==> config.mk <==
export PLATFORM = sky130hd
export DESIGN_NAME = txn_engine
export DESIGN_NICKNAME = d
export VERILOG_FILES = /design/src/rtl/txn_engine.sv
export SDC_FILE = /design/constraint.sdc
export NUM_CORES = 1
export LEC_CHECK = 0
export ABC_AREA = 0
export BUFFER_PORTS_ARGS = -buffer_cell sky130_fd_sc_hd__clkbuf_2
export CORE_MARGIN = 2
export CORE_UTILIZATION = 30
export DETAILED_ROUTE_END_ITERATION = 8
export PLACE_DENSITY_LB_ADDON = 0.25
export SLEW_MARGIN = 40
export SYNTH_ARGS = -nofsm -noshare
export SYNTH_HDL_FRONTEND = slang
export SYNTH_SLANG_ARGS = --single-unit
export TNS_END_PERCENT = 1
==> constraint.sdc <==
create_clock -name clk -period 3.3 [get_ports clk]
set_input_delay 0.33 -clock clk [delete_from_list [all_inputs] [get_ports clk]]
set_output_delay 0.33 -clock clk [all_outputs]
set_load 0.005 [all_outputs]
==> src/rtl/txn_engine.sv <==
// Banking transaction stage behind the authentication block: opens a session on
// a rising access_granted, executes enquiry/withdraw/deposit/logout with limit checks.
module txn_engine #(
    parameter logic [15:0] INIT_BALANCE  = 16'd8000,
    parameter logic [15:0] MAX_TXN       = 16'd5000,
    parameter logic [16:0] SESSION_LIMIT = 17'd12000,
    parameter logic [7:0]  TIMEOUT       = 8'd64
) (
    input  logic        clk,
    input  logic        rst,
    input  logic        access_granted,
    input  logic        req_valid,
    output logic        req_ready,
    input  logic [1:0]  req_op,
    input  logic [15:0] req_amount,
    output logic        rsp_valid,
    output logic [2:0]  rsp_status,
    output logic [15:0] balance,
    output logic        session_active,
    output logic [7:0]  txn_count
);

    localparam logic [1:0] ST_IDLE    = 2'd0;
    localparam logic [1:0] ST_SESSION = 2'd1;
    localparam logic [1:0] ST_EXEC    = 2'd2;
    localparam logic [1:0] ST_RESP    = 2'd3;

    localparam logic [1:0] OP_ENQUIRY  = 2'd0;
    localparam logic [1:0] OP_WITHDRAW = 2'd1;
    localparam logic [1:0] OP_DEPOSIT  = 2'd2;
    localparam logic [1:0] OP_LOGOUT   = 2'd3;

    localparam logic [2:0] STS_OK           = 3'd0;
    localparam logic [2:0] STS_INSUFFICIENT = 3'd1;
    localparam logic [2:0] STS_OVER_TXN     = 3'd2;
    localparam logic [2:0] STS_OVER_SESSION = 3'd3;
    localparam logic [2:0] STS_OVERFLOW     = 3'd4;
    localparam logic [2:0] STS_ZERO_AMT     = 3'd5;

    logic [1:0]  state_q, state_d;
    logic        ag_q, ag_d;
    logic [15:0] balance_q, balance_d;
    logic [16:0] withdrawn_q, withdrawn_d;
    logic [7:0]  idle_cnt_q, idle_cnt_d;
    logic [7:0]  txn_count_q, txn_count_d;
    logic [1:0]  op_q, op_d;
    logic [15:0] amount_q, amount_d;
    logic        rsp_valid_q, rsp_valid_d;
    logic [2:0]  rsp_status_q, rsp_status_d;

    logic [16:0] withdraw_sum;
    logic [16:0] deposit_sum;
    logic [7:0]  txn_count_inc;

    assign withdraw_sum  = withdrawn_q + {1'b0, amount_q};
    assign deposit_sum   = {1'b0, balance_q} + {1'b0, amount_q};
    assign txn_count_inc = (txn_count_q == 8'hFF) ? txn_count_q : txn_count_q + 8'd1;

    always_comb begin
        state_d      = state_q;
        ag_d         = access_granted;
        balance_d    = balance_q;
        withdrawn_d  = withdrawn_q;
        idle_cnt_d   = idle_cnt_q;
        txn_count_d  = txn_count_q;
        op_d         = op_q;
        amount_d     = amount_q;
        rsp_valid_d  = 1'b0;
        rsp_status_d = rsp_status_q;

        case (state_q)
            ST_IDLE: begin
                if (access_granted && !ag_q) begin
                    state_d     = ST_SESSION;
                    txn_count_d = 8'd0;
                    withdrawn_d = 17'd0;
                    idle_cnt_d  = 8'd0;
                end
            end
            ST_SESSION: begin
                if (req_valid) begin
                    op_d     = req_op;
                    amount_d = req_amount;
                    state_d  = ST_EXEC;
                end else if (!access_granted) begin
                    state_d = ST_IDLE;
                end else if (idle_cnt_q == TIMEOUT - 8'd1) begin
                    state_d = ST_IDLE;
                end else begin
                    idle_cnt_d = idle_cnt_q + 8'd1;
                end
            end
            ST_EXEC: begin
                // Completes regardless of access_granted so every accepted request gets a response.
                rsp_valid_d  = 1'b1;
                state_d      = ST_RESP;
                rsp_status_d = STS_OK;
                case (op_q)
                    OP_WITHDRAW: begin
                        if (amount_q == 16'd0) begin
                            rsp_status_d = STS_ZERO_AMT;
                        end else if (amount_q > MAX_TXN) begin
                            rsp_status_d = STS_OVER_TXN;
                        end else if (amount_q > balance_q) begin
                            rsp_status_d = STS_INSUFFICIENT;
                        end else if (withdraw_sum > SESSION_LIMIT) begin
                            rsp_status_d = STS_OVER_SESSION;
                        end else begin
                            balance_d   = balance_q - amount_q;
                            withdrawn_d = withdraw_sum;
                            txn_count_d = txn_count_inc;
                        end
                    end
                    OP_DEPOSIT: begin
                        if (amount_q == 16'd0) begin
                            rsp_status_d = STS_ZERO_AMT;
                        end else if (amount_q > MAX_TXN) begin
                            rsp_status_d = STS_OVER_TXN;
                        end else if (deposit_sum[16]) begin
                            rsp_status_d = STS_OVERFLOW;
                        end else begin
                            balance_d   = deposit_sum[15:0];
                            txn_count_d = txn_count_inc;
                        end
                    end
                    default: rsp_status_d = STS_OK;
                endcase
            end
            default: begin
                if (op_q == OP_LOGOUT || !access_granted) begin
                    state_d = ST_IDLE;
                end else begin
                    state_d    = ST_SESSION;
                    idle_cnt_d = 8'd0;
                end
            end
        endcase
    end

    always_ff @(posedge clk or negedge rst) begin
        if (!rst) begin
            state_q      <= ST_IDLE;
            ag_q         <= 1'b0;
            balance_q    <= INIT_BALANCE;
            withdrawn_q  <= 17'd0;
            idle_cnt_q   <= 8'd0;
            txn_count_q  <= 8'd0;
            op_q         <= OP_ENQUIRY;
            amount_q     <= 16'd0;
            rsp_valid_q  <= 1'b0;
            rsp_status_q <= STS_OK;
        end else begin
            state_q      <= state_d;
            ag_q         <= ag_d;
            balance_q    <= balance_d;
            withdrawn_q  <= withdrawn_d;
            idle_cnt_q   <= idle_cnt_d;
            txn_count_q  <= txn_count_d;
            op_q         <= op_d;
            amount_q     <= amount_d;
            rsp_valid_q  <= rsp_valid_d;
            rsp_status_q <= rsp_status_d;
        end
    end

    assign req_ready      = (state_q == ST_SESSION);
    assign session_active = (state_q != ST_IDLE);
    assign rsp_valid      = rsp_valid_q;
    assign rsp_status     = rsp_status_q;
    assign balance        = balance_q;
    assign txn_count      = txn_count_q;

endmodule

==> impl_metrics.sql <==
INSERT INTO impl_metrics (metric_group, metric, value, unit) VALUES
('final_layout', 'drive_above_1_share', '29.9', '%'),
('min_path', 'min_path_type', 'input port to asynchronous set/reset pin', ''),
('grt', 'grt_max_degree', '75', ''),
('power', 'powerDensity', '833', 'nW/µm²'),
('worst_setup_path', 'worst_ep_arrival_time', '3670', 'ps'),
('logic_synthesis', 'synth.avg_cell_area', '9.30', 'µm²'),
('power', 'p_int', '0.00361', 'W'),
('power', 'total_leakage_power', '3.61', 'nW'),
('timing', 'layout_min_cycle_time', '3440', 'ps'),
('die', 'rows', '51', ''),
('logic_synthesis', 'syn-instance-count', '639', ''),
('worst_setup_path', 'path_max_fanout', '8', ''),
('logic_synthesis', 'async_reset_ff_share', '100', '%'),
('final_layout', 'antenna_cells_inserted', '0', ''),
('logic_synthesis', 'synthesis.area', '5940', 'µm²'),
('route', 'highest-signal-layer', 'met4', ''),
('grt', 'wire_length_of_the_first_global_routing_pass', '25.9', 'mm'),
('die', 'die_area', '21000', 'µm²'),
('logic_synthesis', 'yosys_register_bits', '74', ''),
('die', 'core', '19500', 'µm²'),
('cts', 'cts_buffer_depth', '2', ''),
('placement', 'placement.setup.worst_slack', '-194', 'ps'),
('power', 'switching_power', '0.00269', 'W'),
('final_layout', 'final_net_count', '846', ''),
('worst_setup_path', 'cp-start-kind', 'flip-flop', ''),
('logic_synthesis', 'netlist.area_leader.share', '28.6', '%'),
('logic_synthesis', 'synthDominantAreaCellType', 'sky130_fd_sc_hd__dfrtp_1', ''),
('placement', 'port-buffer-count', '51', ''),
('cts', 'cts_root_buf', 'sky130_fd_sc_hd__clkbuf_16', ''),
('timing', 'setup_viol', '36', ''),
('timing', 'finClkSkew', '10.2', 'ps'),
('route', 'vias', '5228', ''),
('route', 'detailroute.wirelength.met3', '323', 'µm'),
('die', 'floorplan.die.height', '145', 'µm'),
('worst_setup_path', 'critPathKind', 'flip-flop to flip-flop', ''),
('route', 'detail_route.vias_per_cell', '5.04', ''),
('grt', 'grt_pass1_vias', '5137', ''),
('cts', 'clock_insertion_delay_worst_skew', '350', 'ps'),
('power', 'totalPowerFinal', '0.00630', 'W'),
('timing', 'maxClockFrequency', '291', 'MHz'),
('route', 'detail_route.first_pass.iterations', '4', ''),
('cts', 'numClockSinks', '74', ''),
('run', 'cap_violations', '0', ''),
('logic_synthesis', 'synth.area.top_cells', 'sky130_fd_sc_hd__dfrtp_1 (29%), sky130_fd_sc_hd__ha_1 (11%), sky130_fd_sc_hd__mux2_2 (5.5%)', ''),
('die', 'floorplan.die.width', '145', 'µm'),
('status', 'outcome', 'finished with violations', ''),
('timing', 'max_slew_margin_vs_limit', '52.3', '%'),
('logic_synthesis', 'synth-edff-count', '0', ''),
('route', 'first_iter_violations', '295', ''),
('route', 'route.detailed.drc', '0', ''),
('power', 'proportion_of_power_drawn_by_flip_flops_and_latches', '22.9', '%'),
('final_layout', 'count_of_fill_cells_added_during_filler_insertion', '1941', ''),
('route', 'detailroute.wirelength.met2', '7.23', 'mm'),
('timing', 'hold_violations', '0', ''),
('route', 'route.final.wire_length', '15.6', 'mm'),
('timing', 'setup_slack', '-140', 'ps'),
('worst_setup_path', 'crit_path_cells', 'ha_2 > inv_2 > fa_2 > nor2_2 > o311a_1 > o31a_1 > a311o_1 > a2111oi_4 > o21bai_1 > a211o_4 > nor2_8 > buf_12 > mux2_2', ''),
('grt', 'grt_usage', '15.6', '%'),
('placement', 'routability_congestion', '0.884', ''),
('grt', 'antenna_found_initial', '0', ''),
('logic_synthesis', 'synth_most_common_cell', 'sky130_fd_sc_hd__dfrtp_1', ''),
('die', 'floorplan.initialDensity', '30.5', '%'),
('status', 'violated_checks', 'negative setup slack', ''),
('logic_synthesis', 'yosys-top-cells-count', 'sky130_fd_sc_hd__dfrtp_1 (68), sky130_fd_sc_hd__ha_1 (53), sky130_fd_sc_hd__inv_1 (47), sky130_fd_sc_hd__nor2_1 (47), sky130_fd_sc_hd__nand2_1 (45)', ''),
('logic_synthesis', 'synth_top_flop_cell', 'sky130_fd_sc_hd__dfrtp_1', ''),
('cts', 'path_clk_slew', '70', 'ps'),
('route', 'route.detailed.wl_per_inst', '15.0', 'µm'),
('timing', 'rsz0062_at_grt', 'true', ''),
('power', 'switching_share', '42.7', '%'),
('worst_setup_path', 'cpPeakStageDelay', '430', 'ps'),
('cts', 'cts_inserted_buffers', '9', '');
==> layout make-up <==
class                           instances  area (µm²)  share of cell area, %
Clock inverter                          6        65.1                  0.861
Clock buffer                           10         229                   3.03
Multi-Input combinational cell        498        3920                   51.9
Inverter                               47         176                   2.33
Timing Repair Buffer                  138         968                   12.8
Sequential cell                        74        1860                   24.6
Tap cell                              265         332                   4.39
==> flip-flops by register name, indices dropped and copies added, names as in the netlist <==
name / cells
ag_q: 1
rsp_valid: 1
idle_cnt_q: 8
op_q: 2
state_q: 2
balance: 16
amount_q: 16
withdrawn_q: 17
txn_count: 8
rsp_status: 3
==> metal layers <==
metal / vias up / global-route usage (%)
li1: 2601 / -
met1: 2556 / 21.7
met2: 55 / 25.5
met3: 16 / 1.91
met4: 0 / 4.50
met5: - / 0
==> power groups by stage <==
| stage | Combinational [W] | Clock (W) | Sequential (W) |
|---|---|---|---|
| floorplan | 0.00242 | 0 | 0.00137 |
| global placement | 0.00374 | 0 | 0.00145 |
| detailed placement | 0.00374 | 0 | 0.00146 |
| CTS | 0.00381 | 0.00104 | 0.00144 |
| global route | 0.00426 | 0.00107 | 0.00149 |
| finish | 0.00384 | 0.00101 | 0.00144 |
==> logic make-up (layout without fill, tap and decap cells) <==
logic type      after synthesis  count (layout)  synth area share (%)
fa+ha+maj                    56              56                  12.2
xor+xnor                     27              27                  3.98
simple gates                197             197                  17.5
buf+inv                      67             201                  4.65
compound gates              164             164                  20.1
flops                        74              74                  31.3
mux                          54              54                  10.3
==> stage by stage <==
step           cell area [µm²]  hold WS (ps)  instances  util, %
6_report                  7560          10.5       1038     38.8
3_3_place_gp              7160           498       1022     36.8
3_5_place_dp              7160           419       1022     36.8
2_1_floorplan             5970          34.4        639        -
4_1_cts                   7510          49.7       1038     38.6
5_1_grt                   7560          76.7       1038     38.8
==> worst max-delay path, delay by kind of cell (launching register included) <==
family	cells	cell delay [ps]
adders and majority gates	2	410
DFF	1	430
AOI/OAI and AO/OA	6	1780
buffers and inverters	2	200
muxes	1	330
and+or+nand+nor	2	180
==> worst paths after layout <==
path | from | to | slack, ps | cells past startpoint
setup / recovery | amount_q[0] | balance[3] | -140 | 13
hold / removal | rst | withdrawn_q[11] | 10 | 1
setup reg to reg | amount_q[0] | balance[3] | -140 | 13
hold reg to reg | rsp_status[2] | rsp_status[2] | 520 | 2
max in group asynchronous | rst | amount_q[1] | 2780 | 1
min in group clk | req_op[1] | op_q[1] | 220 | 2
==> cell usage in the layout, fill, tap and decap left out, types with 4 or more instances in the layout <==
master,synthesis,final
sky130_fd_sc_hd__a211oi_1,8,7
sky130_fd_sc_hd__a21o_1,6,6
sky130_fd_sc_hd__a21oi_1,34,33
sky130_fd_sc_hd__a31oi_1,4,4
sky130_fd_sc_hd__and2_1,8,8
sky130_fd_sc_hd__and3_1,12,12
sky130_fd_sc_hd__and4_1,4,4
sky130_fd_sc_hd__buf_12,0,4
sky130_fd_sc_hd__buf_4,1,82
sky130_fd_sc_hd__clkbuf_16,0,9
sky130_fd_sc_hd__clkbuf_2,0,50
sky130_fd_sc_hd__dfrtp_1,68,66
sky130_fd_sc_hd__dfstp_2,6,6
sky130_fd_sc_hd__ha_1,53,51
sky130_fd_sc_hd__inv_1,47,46
sky130_fd_sc_hd__mux2_2,29,24
sky130_fd_sc_hd__mux2_4,7,12
sky130_fd_sc_hd__mux2i_1,18,18
sky130_fd_sc_hd__nand2_1,45,44
sky130_fd_sc_hd__nand2b_1,9,9
sky130_fd_sc_hd__nand3_1,10,10
sky130_fd_sc_hd__nand3b_1,4,4
sky130_fd_sc_hd__nand4_1,5,5
sky130_fd_sc_hd__nor2_1,47,46
sky130_fd_sc_hd__nor2b_1,8,8
sky130_fd_sc_hd__nor3_1,14,14
sky130_fd_sc_hd__nor4_1,8,6
sky130_fd_sc_hd__nor4b_1,4,4
sky130_fd_sc_hd__o211ai_1,10,10
sky130_fd_sc_hd__o21a_1,6,6
sky130_fd_sc_hd__o21ai_0,29,28
sky130_fd_sc_hd__o21bai_1,6,6
sky130_fd_sc_hd__o22ai_1,4,4
sky130_fd_sc_hd__o31a_1,4,4
sky130_fd_sc_hd__o31ai_1,10,9
sky130_fd_sc_hd__or3_1,5,5
sky130_fd_sc_hd__xnor2_1,14,14
sky130_fd_sc_hd__xor2_1,13,13
==> repair_timing <==
item                       4_1_cts  5_1_grt
resized for setup               10       13
buffers inserted                 0        0
hold endpoints to repair         0        0
setup endpoints to repair       42       42
gates cloned                     0        0
pin swaps                        3        1
Note: power is estimated with default switching activity, not from simulation.
